## config.mk

```make
export PLATFORM = sky130hd
export DESIGN_NAME = game_display_timing
export DESIGN_NICKNAME = d
export VERILOG_FILES = /design/src/rtl/game_display_timing_pkg.sv /design/src/rtl/game_display_timing_scale_counter.sv /design/src/rtl/game_display_timing.sv
export SDC_FILE = /design/constraint.sdc
export NUM_CORES = 1
export LEC_CHECK = 0
export BUFFER_PORTS_ARGS = -buffer_cell sky130_fd_sc_hd__buf_2
export CAP_MARGIN = 20
export CORE_ASPECT_RATIO = 1.25
export CORE_MARGIN = 2
export CORE_UTILIZATION = 60
export DETAILED_ROUTE_END_ITERATION = 16
export MAX_ROUTING_LAYER = met4
export PLACE_DENSITY = 0.76
export RECOVER_POWER = 50
export SLEW_MARGIN = 20
export SYNTH_ARGS = -nofsm -noshare
export SYNTH_HDL_FRONTEND = slang
export SYNTH_HIERARCHICAL = 1
export SYNTH_SLANG_ARGS = --single-unit
```

## constraint.sdc

```tcl
create_clock -name vga_pix_clk -period 3.1 [get_ports vga_pix_clk]
set_input_delay 0.31 -clock vga_pix_clk [delete_from_list [all_inputs] [get_ports vga_pix_clk]]
set_output_delay 0.31 -clock vga_pix_clk [all_outputs]
set_load 0.005 [all_outputs]
```

## src/rtl/game_display_timing_pkg.sv

```systemverilog
// Shared timing constants for the 800x600@60 raster feeding the pacman game.
// Holds the VGA timing set and the game window geometry.
package game_display_timing_pkg;

  function automatic int window_origin(input int visible, input int game, input int scale);
    return (visible - game * scale) / 2;
  endfunction

  typedef struct packed {
    int h_visible;
    int h_front;
    int h_sync;
    int h_back;
    int v_visible;
    int v_front;
    int v_sync;
    int v_back;
    int h_total;
    int v_total;
    int x0;
    int y0;
  } vga_timing_t;

  typedef struct packed {
    int game_w;
    int game_h;
    int scale;
  } pacman_geom_t;

  localparam pacman_geom_t PACMAN = '{game_w: 224, game_h: 288, scale: 2};

  localparam vga_timing_t VGA = '{
    h_visible: 800, h_front: 40, h_sync: 128, h_back: 88,
    v_visible: 600, v_front: 1,  v_sync: 4,   v_back: 23,
    h_total:   800 + 40 + 128 + 88,
    v_total:   600 + 1 + 4 + 23,
    x0:        window_origin(800, 224, 2),
    y0:        window_origin(600, 288, 2)
  };

endpackage

```

## src/rtl/game_display_timing_scale_counter.sv

```systemverilog
// Divide-by-SCALE coordinate counter: tracks the game coordinate of the
// current raster position along one axis, with a phase-zero flag.
module scale_counter #(
  parameter int SCALE   = 2,
  parameter int COORD_W = 8
) (
  input  logic               clk_i,
  input  logic               rst_ni,
  input  logic               en_i,
  input  logic               load_zero_i,
  input  logic               advance_i,
  output logic [COORD_W-1:0] coord_o,
  output logic               phase_zero_o
);

  localparam int PW = (SCALE > 1) ? $clog2(SCALE) : 1;
  localparam logic [PW-1:0] PHASE_LAST = PW'(SCALE - 1);

  logic [PW-1:0]      phase_q, phase_d;
  logic [COORD_W-1:0] coord_q, coord_d;

  always_comb begin
    phase_d = phase_q;
    coord_d = coord_q;
    if (en_i) begin
      if (load_zero_i) begin
        phase_d = '0;
        coord_d = '0;
      end else if (advance_i) begin
        if (phase_q == PHASE_LAST) begin
          phase_d = '0;
          coord_d = coord_q + 1'b1;
        end else begin
          phase_d = phase_q + 1'b1;
        end
      end
    end
  end

  always_ff @(posedge clk_i or negedge rst_ni) begin
    if (!rst_ni) begin
      phase_q <= '0;
      coord_q <= '0;
    end else begin
      phase_q <= phase_d;
      coord_q <= coord_d;
    end
  end

  assign coord_o      = coord_q;
  assign phase_zero_o = (phase_q == '0);

endmodule

```

## src/rtl/game_display_timing.sv

```systemverilog
// Raster timing generator with centred, upscaled game window coordinates.
// Define GAME_TIMING_BORDER_EN to add the 'border' output.
module game_display_timing
  import game_display_timing_pkg::*;
#(
  parameter int H_VISIBLE = VGA.h_visible,
  parameter int H_FRONT   = VGA.h_front,
  parameter int H_SYNC    = VGA.h_sync,
  parameter int H_BACK    = VGA.h_back,
  parameter int V_VISIBLE = VGA.v_visible,
  parameter int V_FRONT   = VGA.v_front,
  parameter int V_SYNC    = VGA.v_sync,
  parameter int V_BACK    = VGA.v_back,
  parameter int GAME_W    = PACMAN.game_w,
  parameter int GAME_H    = PACMAN.game_h,
  parameter int SCALE     = PACMAN.scale,
  parameter bit SYNC_POL  = 1'b1
) (
  input  logic                      vga_pix_clk,
  input  logic                      rst_n,
  output logic                      hsync,
  output logic                      vsync,
  output logic [$clog2(GAME_W)-1:0] sx,
  output logic [$clog2(GAME_H)-1:0] sy,
  output logic                      game_pix_stb,
  output logic                      frame_stb,
  output logic                      display_enabled
`ifdef GAME_TIMING_BORDER_EN
  ,
  output logic                      border
`endif
);

  localparam int H_TOTAL = H_VISIBLE + H_FRONT + H_SYNC + H_BACK;
  localparam int V_TOTAL = V_VISIBLE + V_FRONT + V_SYNC + V_BACK;
  localparam int X0  = window_origin(H_VISIBLE, GAME_W, SCALE);
  localparam int Y0  = window_origin(V_VISIBLE, GAME_H, SCALE);
  localparam int HW  = $clog2(H_TOTAL);
  localparam int VW  = $clog2(V_TOTAL);
  localparam int SXW = $clog2(GAME_W);
  localparam int SYW = $clog2(GAME_H);

  localparam logic [HW-1:0] H_LAST      = HW'(H_TOTAL - 1);
  localparam logic [HW-1:0] H_ACT_END   = HW'(H_VISIBLE);
  localparam logic [HW-1:0] H_WIN_START = HW'(X0);
  localparam logic [HW-1:0] H_WIN_LAST  = HW'(X0 + GAME_W * SCALE - 1);
  localparam logic [HW-1:0] H_WIN_END   = HW'(X0 + GAME_W * SCALE);
  localparam logic [HW-1:0] H_SYNC_BEG  = HW'(H_VISIBLE + H_FRONT);
  localparam logic [HW-1:0] H_SYNC_END  = HW'(H_VISIBLE + H_FRONT + H_SYNC);
  localparam logic [VW-1:0] V_LAST      = VW'(V_TOTAL - 1);
  localparam logic [VW-1:0] V_ACT_END   = VW'(V_VISIBLE);
  localparam logic [VW-1:0] V_WIN_START = VW'(Y0);
  localparam logic [VW-1:0] V_WIN_LAST  = VW'(Y0 + GAME_H * SCALE - 1);
  localparam logic [VW-1:0] V_WIN_END   = VW'(Y0 + GAME_H * SCALE);
  localparam logic [VW-1:0] V_SYNC_BEG  = VW'(V_VISIBLE + V_FRONT);
  localparam logic [VW-1:0] V_SYNC_END  = VW'(V_VISIBLE + V_FRONT + V_SYNC);

  if (GAME_W * SCALE > H_VISIBLE || GAME_H * SCALE > V_VISIBLE) begin : g_bad_geometry
    $error("game_display_timing: scaled game window does not fit the visible area");
  end

  logic [HW-1:0]  hc_q, hc_d;
  logic [VW-1:0]  vc_q, vc_d;
  logic           h_wrap, h_in, v_in, in_win, x_adv, y_adv;
  logic [SXW-1:0] x_coord;
  logic [SYW-1:0] y_coord;
  logic           x_phase_zero, unused_y_phase;

  always_comb begin
    h_wrap = (hc_q == H_LAST);
    hc_d   = h_wrap ? '0 : hc_q + 1'b1;
    vc_d   = vc_q;
    if (h_wrap) begin
      vc_d = (vc_q == V_LAST) ? '0 : vc_q + 1'b1;
    end
    h_in   = (hc_q >= H_WIN_START) && (hc_q < H_WIN_END);
    v_in   = (vc_q >= V_WIN_START) && (vc_q < V_WIN_END);
    in_win = h_in && v_in;
    // Advance only while the next position stays inside the window; anywhere
    // else the counter parks at zero so entering the window starts clean.
    x_adv  = (hc_q >= H_WIN_START) && (hc_q < H_WIN_LAST);
    y_adv  = (vc_q >= V_WIN_START) && (vc_q < V_WIN_LAST);
  end

  scale_counter #(.SCALE(SCALE), .COORD_W(SXW)) u_x_scale (
    .clk_i        (vga_pix_clk),
    .rst_ni       (rst_n),
    .en_i         (1'b1),
    .load_zero_i  (!x_adv),
    .advance_i    (x_adv),
    .coord_o      (x_coord),
    .phase_zero_o (x_phase_zero)
  );

  scale_counter #(.SCALE(SCALE), .COORD_W(SYW)) u_y_scale (
    .clk_i        (vga_pix_clk),
    .rst_ni       (rst_n),
    .en_i         (h_wrap),
    .load_zero_i  (!y_adv),
    .advance_i    (y_adv),
    .coord_o      (y_coord),
    .phase_zero_o (unused_y_phase)
  );

  logic           hsync_q, vsync_q, pix_stb_q, frame_stb_q, de_q, border_q;
  logic           hsync_d, vsync_d, pix_stb_d, frame_stb_d, de_d, border_d;
  logic [SXW-1:0] sx_q, sx_d;
  logic [SYW-1:0] sy_q, sy_d;

  always_comb begin
    hsync_d     = ((hc_q >= H_SYNC_BEG) && (hc_q < H_SYNC_END)) ? SYNC_POL : ~SYNC_POL;
    vsync_d     = ((vc_q >= V_SYNC_BEG) && (vc_q < V_SYNC_END)) ? SYNC_POL : ~SYNC_POL;
    de_d        = in_win;
    sx_d        = in_win ? x_coord : '0;
    sy_d        = in_win ? y_coord : '0;
    pix_stb_d   = in_win && x_phase_zero;
    frame_stb_d = (hc_q == H_WIN_START) && (vc_q == V_WIN_START);
    border_d    = (hc_q < H_ACT_END) && (vc_q < V_ACT_END) && !in_win;
  end

  // Outputs are registered from the counter state, so every qualifier for one
  // raster position appears together one cycle after that position.
  always_ff @(posedge vga_pix_clk or negedge rst_n) begin
    if (!rst_n) begin
      hc_q        <= '0;
      vc_q        <= '0;
      hsync_q     <= ~SYNC_POL;
      vsync_q     <= ~SYNC_POL;
      sx_q        <= '0;
      sy_q        <= '0;
      pix_stb_q   <= 1'b0;
      frame_stb_q <= 1'b0;
      de_q        <= 1'b0;
      border_q    <= 1'b0;
    end else begin
      hc_q        <= hc_d;
      vc_q        <= vc_d;
      hsync_q     <= hsync_d;
      vsync_q     <= vsync_d;
      sx_q        <= sx_d;
      sy_q        <= sy_d;
      pix_stb_q   <= pix_stb_d;
      frame_stb_q <= frame_stb_d;
      de_q        <= de_d;
      border_q    <= border_d;
    end
  end

  assign hsync           = hsync_q;
  assign vsync           = vsync_q;
  assign sx              = sx_q;
  assign sy              = sy_q;
  assign game_pix_stb    = pix_stb_q;
  assign frame_stb       = frame_stb_q;
  assign display_enabled = de_q;
`ifdef GAME_TIMING_BORDER_EN
  assign border          = border_q;
`else
  logic unused_border;
  assign unused_border = border_q;
`endif

endmodule

```

==> results of run 1 <==
==> cell usage in the layout (no fill, tap or decap), drive strengths merged, types with 3 or more instances in the layout <==
cell type  count
a21oi          6
and2           3
and3          11
buf           22
clkbuf        18
conb           7
dfrtp         62
ha             8
inv           31
mux2           5
mux2i          6
nand2         19
nand2b         7
nand3         21
nand3b         3
nand4          9
nor2          17
nor2b          5
nor3          20
nor4           5
o211ai         3
o21ai         23
o22ai          4
o311ai         4
or3            4
or4            3
xnor2          6
xor2           5
==> area by class of cell <==
type / instances / area (um^2)
Inverter: 32 / 125.1
Clock buffer: 13 / 158.9
Sequential cell: 62 / 1551
Clock inverter: 3 / 42.54
Multi-Input combinational cell: 225 / 1448
Fill cell: 382 / 1539
Timing Repair Buffer: 27 / 137.6
Tap cell: 62 / 77.57
==> path summary, 6_finish.rpt <==
| path | to | slack, ns | cells past startpoint |
|---|---|---|---|
| min reg2reg | hc_q[0] | 0.48 | 1 |
| min | hc_q[10] | 0.41 | 2 |
| min in group vga_pix_clk | hc_q[0] | 0.48 | 1 |
| max in group asynchronous | vc_q[3] | 1.79 | 2 |
| max reg2reg | u_x_scale/coord_o[5] | 0.71 | 7 |
| max | u_x_scale/coord_o[5] | 0.71 | 7 |
==> per-layer routing <==
metal / routed length (um) / vias up / GRT usage [%]
li1: - / 1198 / -
met1: 2805 / 1199 / 30.17
met5: 0 / - / -
met3: 249 / 8 / 4.751
met4: 61 / 0 / 7.665
met2: 3141 / 62 / 38.46
==> stage by stage <==
stage          cells  hold slack (ns)  setup WS (ns)  util, %  power [W]
6_report         424           0.4057         0.7127    69.70   0.001547
3_5_place_dp     408           0.4779         0.7258    65.89  0.0008455
5_1_grt          424           0.5002         0.5128    69.70   0.001609
2_1_floorplan    332          0.01441         0.7672        -  0.0008279
4_1_cts          424           0.1612         0.7030    69.85   0.001566
3_3_place_gp     408           0.4673         0.8314    65.89  0.0008450
==> kinds of logic after synthesis <==
| logic type | after synthesis | synth area share [%] |
|---|---|---|
| other | 1 | 0.1180 |
| buffers and inverters | 45 | 6.302 |
| adders and majority gates | 8 | 3.151 |
| AOI/OAI and AO/OA | 54 | 10.79 |
| and+or+nand+nor | 134 | 23.99 |
| muxes | 11 | 3.781 |
| xor gates and xnor gates | 11 | 3.033 |
| DFF | 62 | 48.84 |
==> state kept, by name (all words and copies together) (netlist names) <==
| name | cells |
|---|---|
| u_x_scale/phase_q | 1 |
| hc_q | 11 |
| u_x_scale/coord_o | 8 |
| vc_q | 10 |
| vsync | 1 |
| hsync | 1 |
| u_y_scale/coord_o | 9 |
| u_y_scale/phase_q | 1 |
| frame_stb | 1 |
| game_pix_stb | 1 |
| display_enabled | 1 |
| sy | 9 |
| sx | 8 |
==> power breakdown <==
group	total [W]	internal, W	switching [W]	leakage, nW
combinational	0.0000199	0.00000178	0.0000181	0.656
clock	0.000718	0.000415	0.000303	0.0996
sequential	0.000809	0.000809	0.000000000000000000439	0.852
total	0.00155	0.00123	0.000322	1.61
==> cells in the mapped netlist (all sizes together) (2+ instances only) <==
master | instances | share of area, %
and4 | 2 | 0.55
nand4 | 9 | 1.8
or4 | 3 | 0.71
o22ai | 4 | 0.79
dfrtp | 62 | 49
buf | 11 | 2.1
nand3 | 21 | 3.9
or3 | 4 | 0.79
inv | 31 | 3.7
o211ai | 3 | 0.71
nor2b | 5 | 0.98
nand2b | 7 | 1.4
o21ai | 23 | 3.6
nor2 | 17 | 2.0
a211oi | 2 | 0.47
nor4 | 5 | 0.98
and3 | 11 | 2.2
and4bb | 2 | 0.79
a31oi | 2 | 0.39
nor3 | 20 | 3.5
and2 | 3 | 0.63
xor2 | 5 | 1.4
clkbuf | 2 | 0.24
nand2 | 19 | 2.4
ha | 8 | 3.2
nand3b | 3 | 0.71
a21oi | 6 | 1.1
mux2 | 5 | 1.9
mux2i | 6 | 1.9
a21o | 2 | 0.47
o311ai | 4 | 1.1
o31ai | 2 | 0.47
xnor2 | 6 | 1.7
==> results.md, run 1 <==
- Die Y: 85.36 um
- Max-Cap Viols: 0
- Port buffer count: 23
- Number of global-route vias before repair: around 2300
- Highest clock rate: 418.9 MHz
- Worst path arrival time: 2.62 ns
- Final setup TNS: 0 ns
- Routability congestion estimate: between 0.8 and 0.9
- Final Hold Viols: 0
- Htree depth: 3
- Row count: 29
- Total track usage: 23.75%
- Final setup violation count: 0
- Post-cts gate resize count: 0
- DRT Wirelength: 6258 um
- Number of synthesized flops with an enable pin: 0
- Clock-pin transition on the worst setup and hold timing paths: 0.07 ns
- Async set-reset flop share out of synthesis: 100.0%
- Crit Path Category: reg2reg
- Crit-path max cell delay: 0.55 ns
- Placed instance area: 0.003347 mm^2
- Status: finished, final reports clean
- CTS tree: built
- Starting Density: 62.54%
- Io pins: 24
- Top Family by Delay on Critical Path: compound AO/OA/AOI/OAI gates
- Remaining antenna violation count: 0
- CTS buffer count: 9
- Avg Cell Area, Syn: between 9 and 10 um^2
- Slew Limit Fails: 0
- Worst path bufs/invs: 0
- Layout cell share with drive strength beyond 1: 15.75%
- Hold_buf cts: 0
- Worst path slowest cell: or4_1
- Register bit total from synthesis: 62
- Post-synthesis cell count: 326
- Clock skew: between 0.008 and 0.009 ns
- Routed WL per cell: roughly 15 um
- Drt drc: 0
- CP Capture Type: flip-flop
- Synthesized area: 0.003177 mm^2
- Initial antenna violation count: 0
- Clk Latency, worst-skew pair: 0.33 ns
- Root Buffer: clkbuf_8
- Largest net degree at the start of global routing: 63
- Worst VDD drop: between 0.0003 and 0.0004 V
- DR vias: 2467
- RR Startpoint: hc_q[4]
- Postcts setup bufs: 0
- ANT cells: 0
- Syn-to-layout area delta: 11.46%
- Chip width: 69.08 um
- Hold crit path type: in2async
- Final Cycle Share: between 70% and 80%
- Worst Max-Slew Pin Slew: 1.486 ns
- Seq/Total Area, Yosys: 48.84%
- Number of warnings issued by yosys: 6
- Pwr/cell area: approximately 440 mW/mm^2
- Clk sink count: a little over 60
- Design area: 0.003541 mm^2
- Crit path required time: 3.33 ns
- Longest Clk Path Bufs: 2
- Total global routing overflow: 0
- DRT Pass-1 Iters: 4
- Critical Path Start Type: flip-flop
- Initial DRC Count: 273
- Area of the die: 0.005896 mm^2
- Post-synth top flop: dfrtp_1
- Number of vias per cell: 5.818
- Core footprint: slightly above 0.005 mm^2
- Crit-path cells: and3_1, o21ai_1, nand3_1, a41oi_1, a21oi_1, or4_1, o311ai_1
- Leakage power: 1.608 nW
- First-pass GRT wire length: 10980 um
- Max FO, Critical Path: 10
- HPWL after DPL: 4150 um
- Final #Nets: approximately 370
- Slew headroom: less than 1%
- RSZ-0062 raised after global routing: no
- Library cells used by synthesis: 57
- Fin crit period: ~2.4 ns
- Crit path from: hc_q[4]
(Power assumes the default switching activity.)
==> run 2: changes to the inputs <==
CORE_UTILIZATION = 54   (was 60)
PLACE_DENSITY = 0.72   (was 0.76)
clock period = 2 ns   (was 3.1 ns; I/O delays follow)
==> run 2 against run 1 <==
Effect of this change:
- the flow now finishes with violations (negative setup slack)
- critical path depth is the same
- sequential power up 55%
- combinational power increased by 71%
- clock power increased by 78%
- non-clock buffer count is 45 higher
- critical endpoint unchanged
- largest power group is now clock
==> results.md, run 2 (same netlist as run 1, synthesis figures left out) <==
- First-pass GRT wire length: 11370 um
- Critical Path Start Type: flip-flop
- Port buffer count: 23
- DRT Wirelength: 6953 um
- Syn-to-layout area delta: 29.85%
- Clk sink count: between 60 and 70
- Busiest grt layer: met2
- Final setup violation count: 2
- Largest net degree at the start of global routing: 43
- Multi-input gate area: 0.001645 mm^2
- Leakage power: 1.864 nW
- Die Y: 89.76 um
- HPWL after DPL: about 4700 um
- Placed instance area: 0.003719 mm^2
- Max-Cap Viols: 0
- Remaining antenna violation count: 0
- Crit Path Category: reg2reg
- ANT cells: 0
- CP Capture Type: flip-flop
- Commonest cells after routing, fill and taps aside: 61 x dfrtp_1, 45 x buf_4, 28 x inv_1
- Fillcell total: 424
- Top flop regs: hc_q (11), vc_q (10)
- Core footprint: between 0.005 and 0.006 mm^2
- Starting Density: 55.34%
- Htree depth: 3
- GRT met2 Usage: 38.71%
- Reg with most FFs: hc_q
- Pwr Total: 0.002563 W
- Initial antenna violation count: 0
- Longest Clk Path Bufs: 2
- Total track usage: 22.94%
- Register area: 0.001553 mm^2
- Crit path required time: 2.25 ns
- CTS buffer count: 9
- Highest clock rate: about 490 MHz
- Root Buffer: clkbuf_8
- Hold crit path type: reg2reg
- Drt drc: 0
- Final Hold Viols: 0
- Design area: 0.004125 mm^2
- Fin crit period: 2.028 ns
- Final setup TNS: -0.05098 ns
- Violated checks: negative setup slack
- Initial DRC Count: 160
- Clock-pin transition on the worst setup and hold timing paths: 0.07 ns
- Chip width: 72.60 um
- Io pins: 24
- Pre-CTS setup slack: -0.08252 ns
- Final Cycle Share: 101.4%
- Cells after DPL: 448
- Routability congestion estimate: 0.8714
- Layout cell share with drive strength beyond 1: 29.98%
- CTS tree: built
- Worst path arrival time: 2.28 ns
- Final std cells w/o fill: about 470
- Routed WL per cell: 14.70 um
- Clk Latency, worst-skew pair: 0.34 ns
- Row count: 31
- Total global routing overflow: 0
- Slew headroom: roughly a quarter
- Met3 GRT Util: under 10%
- Area of the die: between 0.006 and 0.007 mm^2
- DRT Pass-1 Iters: 4
- Pwr/cell area: 621.3 mW/mm^2
- Number of vias per cell: 5.586
- Clock skew: 0.008797 ns
- Final #Nets: roughly 400
- Setup WS post-layout: -0.02762 ns
- Commonest non-fill, non-tap cell in the layout: dfrtp_1
- Max FO, Critical Path: 6
- RSZ-0062 raised after global routing: yes
- DR vias: 2642
- Grt met1 use: about a quarter
- Worst VDD drop: about 0.00038 V
- Max FFs per register: 11
- Worst Max-Slew Pin Slew: 1.142 ns
- Slew Limit Fails: 0
- Status: complete, but fails checks
- Number of global-route vias before repair: around 2600
==> run 2: per-stage QoR <==
step                      hold slack, ns  util [%]
after floorplan                 -0.09559         -
after global placement            0.1919     64.78
after detailed placement          0.1991     64.78
after CTS                         0.3621     69.94
after global routing              0.5670     71.86
final                             0.5404     71.86
==> run 2: metal layers <==
layer,vias up,wire length (um)
met4,0,143
met1,1280,2931
met5,-,0
met3,16,237
met2,49,3641
li1,1297,-
==> run 2: path summary, 6_finish.rpt <==
path                       cells past startpoint     from  slack, ns                    to
max in group asynchronous                      3    rst_n       0.27               vc_q[6]
setup reg to reg                               7  hc_q[4]      -0.03  u_x_scale/coord_o[5]
hold / removal                                 2  hc_q[0]       0.54               hc_q[0]
setup / recovery                               7  hc_q[4]      -0.03  u_x_scale/coord_o[5]
min in group asynchronous                      2    rst_n       0.60  u_x_scale/coord_o[2]
hold reg to reg                                2  hc_q[0]       0.54               hc_q[0]
==> run 2: repair_timing <==
item,in CTS,in global routing
endpoints found under the setup margin,5,13
hold endpoints to repair,20,0
pin swaps,1,5
buffers inserted,4,4
resized for setup,4,24
hold buffers,1,0
==> run 2: cell type report <==
class	count	area share, %
inverters	32	3.033
flip-flops and latches	62	37.64
repair buffers	72	11.86
clock buffers	10	3.336
multi-input cells	225	39.88
well taps	66	2.002
clock inverters	6	2.244
==> run 2: worst max-delay path, stage by stage, from the launching register on <==
cell and delay [ns]:
dfrtp_1 0.41, and3_1 0.20, o21ai_2 0.12, nand3_2 0.13, a41oi_4 0.24, a21oi_4 0.11, or4_4 0.52, o311ai_2 0.21
==> run 2: report_power, final <==
part | internal, W | leakage (nW) | switching [W]
Clock | 0.000744 | 0.110 | 0.000532
Sequential | 0.00125 | 0.850 | 0.000000000000000000821
Combinational | 0.00000448 | 0.904 | 0.0000295
Total | 0.00200 | 1.86 | 0.000562
==> run 3: changes to the inputs <==
CORE_MARGIN = 3   (was 2)
CORE_UTILIZATION = 50   (was 54)
PLACE_DENSITY = 0.67   (was 0.72)
==> run 3 against run 2 <==
Effect of this change:
- the run still ends with negative setup slack left
- sequential share of layout area grew 0.27 points
- largest cell class unchanged
- largest power group is now sequential cells
- sequential power about the same
- wire length rose by 0.24%
==> results.md, run 3 (same netlist as run 1, synthesis figures left out) <==
- Status: complete, but fails checks
- Violated checks: negative setup slack
- Routed WL per cell: 14.28 um
- Final #Nets: roughly 410
- Clk sink count: 62
- Layout cell share with drive strength beyond 1: just under 30%
- Number of global-route vias before repair: 2562
- Initial antenna violation count: 0
- Clk Latency, worst-skew pair: 0.34 ns
- Critical Path Start Type: flip-flop
- Remaining antenna violation count: 0
- Hold_ws: 0.5358 ns
- Met3 wire length: approximately 190 um
- Final setup TNS: -0.1779 ns
- Hold crit path type: reg2reg
- DRT Wirelength: 6970 um
- Max FO, Critical Path: 4
- FF-to-FF End: u_x_scale/coord_o[7]
- Longest Clk Path Bufs: 2
- First-pass GRT wire length: 11800 um
- Leakage power: 1.815 nW
- CTS tree: built
- Clock skew: 0.008047 ns
- Worst r2r path cells: 7
- Core footprint: 0.005973 mm^2
- Total global routing overflow: 0
- Root Buffer: clkbuf_8
- DR top layer: met4
- Final setup violation count: 3
- ANT cells: 0
- Commonest cells after routing, fill and taps aside: 60 x dfrtp_1, 43 x buf_4, 28 x inv_1
- DR vias: 2651
- Area of the die: about 0.0074 mm^2
- Met2 wire len: 3644 um
- Slew Limit Fails: 0
- Placed instance area: 0.003699 mm^2
- Highest clock rate: 472.7 MHz
- Slew headroom: 18.05%
- Syn-to-layout area delta: 29.03%
- HPWL after DPL: 4683 um
- Fin crit period: between 2 and 2.5 ns
- Number of vias per cell: 5.432
- Hold Path Sink: sy[8]
- Origin of the worst min-delay path: u_y_scale/coord_o[8]
- M1 wire length: 2986 um
- Initial DRC Count: approximately 170
- Commonest non-fill, non-tap cell in the layout: dfrtp_1
- Port buffer count: 23
- Io pins: 24
- Min-Delay Path Depth: 2
- Top flop regs: hc_q (11), vc_q (10)
- RSZ-0062 raised after global routing: yes
- Routability congestion estimate: 0.8464
- Pwr/cell area: 570.8 mW/mm^2
- CP Capture Type: flip-flop
- Die Y: 95.12 um
- CTS buffer count: 9
- Final Core Density: 68.62%
- Reg2Reg Setup Slack: -0.12 ns
- Worst VDD drop: between 0.0006 and 0.0007 V
- Pwr Total: between 0.002 and 0.0025 W
- Largest net degree at the start of global routing: 24
- Crit Path Category: reg2reg
- Worst path arrival time: around 2.4 ns
- Max FFs per register: 11
- Crit path required time: 2.23 ns
- Total track usage: 20.84%
- Final Hold Viols: 0
- RR Startpoint: hc_q[4]
- Max-Cap Viols: 0
- Row count: 31
- Htree depth: 3
- Clock-pin transition on the worst setup and hold timing paths: 0.07 ns
- Worst Max-Slew Pin Slew: 1.229 ns
- Starting Density: 53.18%
- Chip width: a little under 80 um
- Drt drc: 0
- Reg with most FFs: hc_q
- DRT Pass-1 Iters: 4
- Final Cycle Share: 105.8%
- Setup WS post-layout: -0.1153 ns
- Design area: 0.004099 mm^2
==> run 3: critical path, stage by stage (launching register included) <==
cell	delay, ns
dfrtp_1	0.42
and3_4	0.20
o21ai_2	0.13
nand3_2	0.13
a41oi_4	0.24
a21oi_4	0.10
or4_1	0.50
o311ai_1	0.29
==> run 3: metal layers <==
| metal | vias to the layer above | GRT usage, % |
|---|---|---|
| li1 | 1296 | - |
| met1 | 1300 | 24.63 |
| met2 | 42 | 34.80 |
| met3 | 13 | 3.119 |
| met4 | 0 | 10.68 |
| met5 | - | - |
==> run 3: layout make-up <==
cell class                 instances  area [um^2]
clock buffer                      11        131.4
inverter                          32        127.6
clock inverter                     5        50.05
timing repair buffer              71        462.9
multi-input combinational        225         1670
sequential                        62         1554
fill                             474         1874
tap                               82        102.6
==> run 3: power by group <==
group | internal [W] | switching (W)
registers | 0.00125 | 0.000000000000000000742
logic | 0.00000524 | 0.0000307
clock network | 0.000568 | 0.000482
total | 0.00183 | 0.000513
==> run 3: timing repair <==
item | 4_1_cts | 5_1_grt
hold endpoints to repair | 21 | 0
hold buffers | 1 | 0
buffers inserted | 7 | 3
setup endpoints to repair | 8 | 33
pin swaps | 3 | 7
resized for setup | 9 | 28
==> run 3: worst max-delay path by stage <==
stage	from	endpoint	slack, ns	cells after the start
2_1_floorplan	hc_q[4]	u_x_scale/coord_o[5]	-0.17	9
3_3_place_gp	hc_q[4]	u_x_scale/coord_o[7]	-0.01	7
3_5_place_dp	vc_q[8]	u_y_scale/coord_o[5]	-0.09	7
4_1_cts	hc_q[4]	u_x_scale/coord_o[7]	-0.08	7
5_1_grt	hc_q[4]	u_x_scale/coord_o[7]	-0.19	7
6_report	hc_q[4]	u_x_scale/coord_o[7]	-0.12	7
==> run 3: stage by stage <==
stage	setup slack, ns	std cells
6_report	-0.1153	488
4_1_cts	-0.07601	486
2_1_floorplan	-0.1679	332
5_1_grt	-0.1919	488
3_5_place_dp	-0.09227	462
3_3_place_gp	-0.01237	462
